===== src/rtl/cdc_handshake_tx.sv =====
// Source side of a 4-phase req/ack handshake carrying a held data word into an
// asynchronous destination domain, with an optional REQ_HI timeout flag.
module cdc_handshake_tx #(
    parameter int WIDTH       = 8,
    parameter int SYNC_STAGES = 2,
    parameter int TIMEOUT     = 1024
) (
    input  logic             clk,
    input  logic             rst_n,
    input  logic             in_valid,
    input  logic [WIDTH-1:0] in_data,
    output logic             in_ready,
    output logic             tx_req,
    output logic [WIDTH-1:0] tx_data,
    input  logic             tx_ack,
    output logic             done,
    output logic             err,
    input  logic             err_clr
);

    localparam int            CW     = (TIMEOUT > 0) ? $clog2(TIMEOUT + 1) : 1;
    localparam logic [CW-1:0] TO_MAX = CW'(TIMEOUT);
    localparam logic [CW-1:0] TO_HIT = (TIMEOUT > 0) ? CW'(TIMEOUT - 1) : '0;

    typedef enum logic [1:0] {IDLE, REQ_HI, REQ_LO} state_t;

    state_t                 r_state;
    state_t                 w_state_nxt;
    logic [SYNC_STAGES-1:0] r_sync;
    logic [SYNC_STAGES-1:0] r_boot;
    logic                   r_tx_req;
    logic [WIDTH-1:0]       r_tx_data;
    logic [CW-1:0]          r_cnt;
    logic                   r_err;
    logic                   w_ack_s;
    logic                   w_primed;
    logic                   w_accept;
    logic                   w_done;
    logic                   w_to_hit;

    // r_boot fills in lock-step with r_sync, so ack_s is trusted only once the
    // chain holds a real sample of tx_ack taken after reset release.
    always_ff @(posedge clk or negedge rst_n) begin
        if (!rst_n) begin
            r_sync <= '0;
            r_boot <= '0;
        end else begin
            r_sync <= {r_sync[SYNC_STAGES-2:0], tx_ack};
            r_boot <= {r_boot[SYNC_STAGES-2:0], 1'b1};
        end
    end

    assign w_ack_s  = r_sync[SYNC_STAGES-1];
    assign w_primed = r_boot[SYNC_STAGES-1];

    always_comb begin
        w_state_nxt = r_state;
        w_accept    = 1'b0;
        w_done      = 1'b0;
        case (r_state)
            IDLE: begin
                if (w_primed && !w_ack_s && in_valid) begin
                    w_accept    = 1'b1;
                    w_state_nxt = REQ_HI;
                end
            end
            REQ_HI: begin
                if (w_ack_s) w_state_nxt = REQ_LO;
            end
            REQ_LO: begin
                if (!w_ack_s) begin
                    w_done      = 1'b1;
                    w_state_nxt = IDLE;
                end
            end
            default: w_state_nxt = IDLE;
        endcase
    end

    // Fires once, on the cycle the counter steps onto TIMEOUT.
    assign w_to_hit = (TIMEOUT != 0) && (r_state == REQ_HI) && (r_cnt == TO_HIT);

    always_ff @(posedge clk or negedge rst_n) begin
        if (!rst_n) begin
            r_state   <= IDLE;
            r_tx_req  <= 1'b0;
            r_tx_data <= '0;
            r_cnt     <= '0;
            r_err     <= 1'b0;
        end else begin
            r_state  <= w_state_nxt;
            r_tx_req <= (w_state_nxt == REQ_HI);
            if (w_accept) r_tx_data <= in_data;
            if (w_accept)
                r_cnt <= '0;
            else if (r_state == REQ_HI && r_cnt != TO_MAX)
                r_cnt <= r_cnt + 1'b1;
            if (w_to_hit)
                r_err <= 1'b1;
            else if (err_clr)
                r_err <= 1'b0;
        end
    end

    assign in_ready = (r_state == IDLE) && w_primed && !w_ack_s;
    assign tx_req   = r_tx_req;
    assign tx_data  = r_tx_data;
    assign done     = w_done;
    assign err      = r_err;

endmodule


===== config.mk =====
export PLATFORM = sky130hd
export DESIGN_NAME = cdc_handshake_tx
export DESIGN_NICKNAME = d
export VERILOG_FILES = /design/src/rtl/cdc_handshake_tx.sv
export SDC_FILE = /design/constraint.sdc
export NUM_CORES = 1
export LEC_CHECK = 0
export BUFFER_PORTS_ARGS = -buffer_cell sky130_fd_sc_hd__buf_2
export CAP_MARGIN = 20
export CORE_MARGIN = 5
export CORE_UTILIZATION = 57
export CTS_CLUSTER_DIAMETER = 40
export DETAILED_ROUTE_END_ITERATION = 8
export PLACE_DENSITY = 0.93
export SYNTH_ARGS = -nofsm -noshare
export SYNTH_HDL_FRONTEND = slang
export SYNTH_SLANG_ARGS = --single-unit

===== constraint.sdc =====
create_clock -name clk -period 2.1 [get_ports clk]
set_input_delay 0.42 -clock clk [delete_from_list [all_inputs] [get_ports clk]]
set_output_delay 0.42 -clock clk [all_outputs]
set_load 0.01 [all_outputs]

# ---- Yosys cells after proc, flatten, opt, wreduce, memory -nomap -nowiden
# Cells that the tools add are included.
dict set report totals {
  word_cells 35
  register_bits 27
}
dict set report classes {
  add_sub_neg 1
  reduce_logical 10
  muxes 12
  n_eq_ne 5
}
# cell n
set op_table {}
lappend op_table {{$mux 11} 2}
lappend op_table {{$add 11x1->11 const B} 1}
lappend op_table {{$eq 11x10->1 const B} 1}
lappend op_table {{$ne 11x11->1 const B} 1}
lappend op_table {{$logic_and 1x1->1} 6}
lappend op_table {{$mux 1} 6}
lappend op_table {{$mux 2} 3}
lappend op_table {{$pmux 2 s3} 1}
lappend op_table {{$eq 2x1->1 const B} 2}
lappend op_table {{$reduce_bool 2->1} 2}
lappend op_table {{$eq 2x2->1 const B} 1}
lappend op_table {{$logic_not 2->1} 1}
lappend op_table {{$logic_not 1->1} 1}

# ---- Longest topological paths before layout
dict set report depth {
  ltp_word 6
  mapped_depth 6
  depth_no_buf 5
}

# ---- Worst setup path after synthesis
# OpenSTA, ideal clock, no wires.
dict set report synth_timing {
  path_type {reg-to-reg}
  start {register r_sync[1]}
  end {register r_cnt[0]}
  arrival_ps 1291
  period_less_slack_ps 1410
  t_required_ps 1981
  path_stages_with_launch 6
  slack_ps 690
  setup_ps 119
  path_cell_list {dfrtp_1 > nor4b_2 > and2_1 > buf_6 > buf_12 > nor2_1}
}
dict set report synth_between {
  elab_chain_cells 6
  elab_cells_between_ends 7
  classes_between {mux: 3; reduce/logical: 4}
}
# item line
set synth_rtl {}
lappend synth_rtl {{from (decl)} 29} ;# logic [SYNC_STAGES-1:0] r_sync;
lappend synth_rtl {{from (signal assigned)} 48} ;# r_sync <= {r_sync[SYNC_STAGES-2:0], tx_ack};
lappend synth_rtl {{$logic_not 1->1 (*)} 62} ;# if (w_primed && !w_ack_s && in_valid) begin
lappend synth_rtl {{$logic_and 1x1->1 (*) (2 in series)} 62}
lappend synth_rtl {{$mux 1 (*)} 62}
lappend synth_rtl {{$mux 1 (*)} 60} ;# case (r_state)
lappend synth_rtl {{$mux 11 / $reduce_bool 2->1 (equally long branches)} --}
lappend synth_rtl {{to (signal assigned)} 97} ;# r_cnt <= r_cnt + 1'b1;
lappend synth_rtl {{to (decl)} 33} ;# logic [CW-1:0] r_cnt;
# Mark *: on every way between the ends. The rest lies on a longest branch, timed or not.
# A chain may end at the register's enable or synchronous reset.

# ---- Worst setup path after layout
dict set report layout_timing {
  start {register r_sync[1]}
  end {output port in_ready}
}
dict set report layout_between {
  elab_chain_cells 2
}
# item line
set layout_rtl {}
lappend layout_rtl {{$logic_not 1->1} 105} ;# assign in_ready = (r_state == IDLE) && w_primed && !w_ack_s;
lappend layout_rtl {{$logic_and 1x1->1} 105}
lappend layout_rtl {{to (decl)} 12} ;# output logic in_ready,
# No other way between the ends.

==> impl_summary.md <==
Finish
0 antenna diodes ended up in the layout. The area growth from synthesis to layout is 10.8%. The most common library cell in the layout ignoring fill and taps is sky130_fd_sc_hd__nand2_1. The count of fill cells added during filler insertion is 143. In the final layout, the share of cells above drive strength 1 is 0.281.

The final net count is 155. For this run, the share of the core covered by cells in the final layout is 0.680. The top cell types in the final layout, fill and taps aside, are sky130_fd_sc_hd__nand2_1 (31), sky130_fd_sc_hd__dfrtp_1 (27), sky130_fd_sc_hd__buf_2 (24).

Outcome
The run finished with clean final reports.

Synthesis
The adder and majority cell fraction of the synthesized area is 0.0202. The net count of the mapped netlist is 130. The share of synthesized area occupied by flip-flops and latches is 0.544. Counting every instance in the synthesized netlist gives 115. Of the total synthesized cell area, the portion taken by AND, OR, NAND and NOR gates is 0.246. The mean area per synthesized cell is 10.8 sq um. The compound-gate portion of the synthesized area is 0.0716.

The cell type with the highest aggregate area in the netlist is sky130_fd_sc_hd__dfrtp_1. The count of yosys warnings during synthesis is 0. The post-synthesis cell type count is 31. The combinational family with the most area after synthesis is simple AND/OR/NAND/NOR gates. The number of synthesized flops with an enable pin is 0. Summing every instance area after synthesis gives 1240 sq um. The area fraction of the dominant cell type after synthesis is 0.544.

The parity-gate share of the synthesized area counting xor and xnor cells is 0.0423. By area the synthesized netlist is led by sky130_fd_sc_hd__dfrtp_1 (54%), sky130_fd_sc_hd__nand2_1 (9.4%), sky130_fd_sc_hd__xnor2_1 (4.2%). The mux cell area share after synthesis is 0.0161. Synthesis inferred 27 register bits. In the synthesized netlist the dominant register cell turns out to be sky130_fd_sc_hd__dfrtp_1. The fraction of registers with async set/reset is 1.00.

Clock tree
TritonCTS built the clock tree. The root buffer cell is sky130_fd_sc_hd__clkbuf_4. After clock tree synthesis, the setup repair step added 0 buffers. The clock sink total is 27.

The worst-case clock buffer depth is 2. The TritonCTS buffer count is 3. The number of hold buffers added after CTS was 0.

In this run the number of H-tree levels came out at 1. The number of resized instances in the post-cts repair step is 0. The later-pin clock latency in the skew report is 0.33 ns.

Clock-pin slew was measured on the worst setup and hold paths at 0.14 ns.

Placed design
The half-perimeter wire length of the detailed placement result is 1720 um. The routability congestion estimate is 0.876. Prior to clock tree synthesis, the placed netlist has a worst setup slack of 0.525 ns. Port buffering added 24 buffers.

Job
The tool flagged a number of max-cap violations equal to 0.

Routing
The post-detailed-routing wire length is 2400 um. Detailed routing inserted a total of 875 vias. For this block, wires on met1 add up to 1060 um. The number of nets still failing antenna checks after routing is 0. The DRC violation count after routing is 0.

The routed via count divided by cell count is 5.27. Detailed routing placed a total of 116 um of wire on met3. The highest metal layer with signal wires is met4. The violation count after the first detailed-routing iteration is 18.

The total length of routed met2 wires is 1190 um. After detailed routing, the average wire length per cell comes to 14.5 um. The count of TritonRoute iterations in the first routing pass is 4.

GRT
The number of antenna violations at the first check in global routing is 0. The maximum number of pins on one net before global-route repair is 28. The number of global-route vias before repair is 954. The first-pass GRT wire length is 4270 um.

For this run the aggregate overflow at the end of global routing stands at 0. For this run, the total global-route usage over all layers was measured as 0.170.

Pwr
In this run the static leakage power is 0.000661 uW. The worst-case IR drop observed on VDD is 756 uV. The power per cell area is 810 nW/um^2.

Die
The y dimension of the die is 56.7 um. In this run the count of I/O pins placed on the die edge is 25. The initial cell density of the core is 0.614. The overall die width is 56.7 um. The row count is 16.

The region available for standard cell placement spans 2020 sq um. The floorplan step defined a die boundary enclosing 3210 sq um.

Critical path
Of all nets on the critical path, the largest fanout is 5. The launching element type of the critical path is a register. The worst setup path is of the reg -> out kind. The endpoint class of the critical path is a primary output. The data arrival time of the critical path is 1.34 ns. The worst endpoint required time is 1.68 ns.

STA
The max-slew violation count was 0. The accumulated negative setup slack is 0 ns. Setup violations remaining at the end of the flow were counted as 0. The worst slew slack as a fraction of its limit is 0.616.

Setup slack closes at 0.337 ns. At the pin with the least slew margin, the transition time is 0.576 ns. Across the routed clock network, the largest skew measured is 0.00443 ns. Hold is met by 0.0614 ns. Timing would allow up to 567 MHz. Setup repair after global routing left no endpoint under its margin. The minimum clock period after layout is 1.76 ns. The count of final hold-check violations is 0. Of the available clock period, the critical path in the final layout requires 0.840.

Hold path
In this run the worst hold path is classified as in -> async.
==> per-layer routing <==
metal / GRT usage / vias up
met5: 0 / -
met4: 0.0678 / 0
met3: 0.0344 / 5
met2: 0.274 / 29
met1: 0.223 / 411
li1: - / 430
==> synth_stat cells, types with 2 or more instances <==
cell	instances
sky130_fd_sc_hd__o21ai_0	2
sky130_fd_sc_hd__nor3_1	3
sky130_fd_sc_hd__nor2_1	6
sky130_fd_sc_hd__o31ai_1	2
sky130_fd_sc_hd__mux2i_1	2
sky130_fd_sc_hd__nand2_1	31
sky130_fd_sc_hd__ha_1	2
sky130_fd_sc_hd__buf_6	2
sky130_fd_sc_hd__xnor2_1	6
sky130_fd_sc_hd__nor4_2	4
sky130_fd_sc_hd__dfrtp_1	27
sky130_fd_sc_hd__inv_1	6
sky130_fd_sc_hd__nand3_1	4
==> final timing paths <==
| check | slack (ns) | cells after the start | from | endpoint |
|---|---|---|---|---|
| min in group clk | 0.18 | 1 | tx_ack | r_sync[0]$_DFF_PN0_ |
| setup / recovery | 0.34 | 2 | r_sync[1]$_DFF_PN0_ | in_ready |
| hold reg to reg | 0.38 | 0 | r_sync[0]$_DFF_PN0_ | r_sync[1]$_DFF_PN0_ |
| max in group asynchronous | 1.65 | 1 | rst_n | r_cnt[2]$_DFFE_PN0P_ |
| setup reg to reg | 0.46 | 4 | r_sync[1]$_DFF_PN0_ | tx_data[5]$_DFFE_PN0P_ |
| hold / removal | 0.06 | 1 | rst_n | r_cnt[8]$_DFFE_PN0P_ |
==> stage by stage <==
stage	cell area (sq um)	power, uW	instances
after floorplan	1240	813	115
after global placement	1350	885	162
after detailed placement	1350	901	162
after CTS	1380	1120	166
after global routing	1380	1190	166
final	1380	1110	166
==> power by group <==
group	leakage [uW]	switching (uW)	internal (uW)
Sequential	0.000351	61.7	594
Clock	0.0000177	149	71.6
Combinational	0.000291	135	102
Total	0.000661	346	767
==> registers in the layout (all words and copies together), names as in the netlist <==
signal	cells
r_state	2
r_boot	2
tx_req	1
r_sync	2
tx_data	8
r_cnt	11
err	1
==> logic make-up (layout without fill, tap and decap cells) <==
group,count (synthesis),count (layout)
XOR/XNOR,6,6
buffers and inverters,10,34
flip-flops,27,27
AO/OA/AOI/OAI,10,10
other,1,1
adder cells (fa/ha/maj),2,2
multiplexers,2,2
AND/OR/NAND/NOR,57,57
==> cell type report <==
class | instances | area, sq um | area share
sequential | 27 | 676 | 0.491
multi-input combinational | 78 | 495 | 0.360
timing repair buffer | 24 | 120 | 0.0874
tap | 27 | 33.8 | 0.0246
clock buffer | 3 | 22.5 | 0.0164
inverter | 6 | 22.5 | 0.0164
clock inverter | 1 | 5.00 | 0.00364
==> worst max-delay path, stage by stage, from the launching register on <==
cell	delay, ns
sky130_fd_sc_hd__dfrtp_1	0.46
sky130_fd_sc_hd__nor4b_2	0.36
sky130_fd_sc_hd__buf_2	0.20
(Power assumes the default switching activity.)
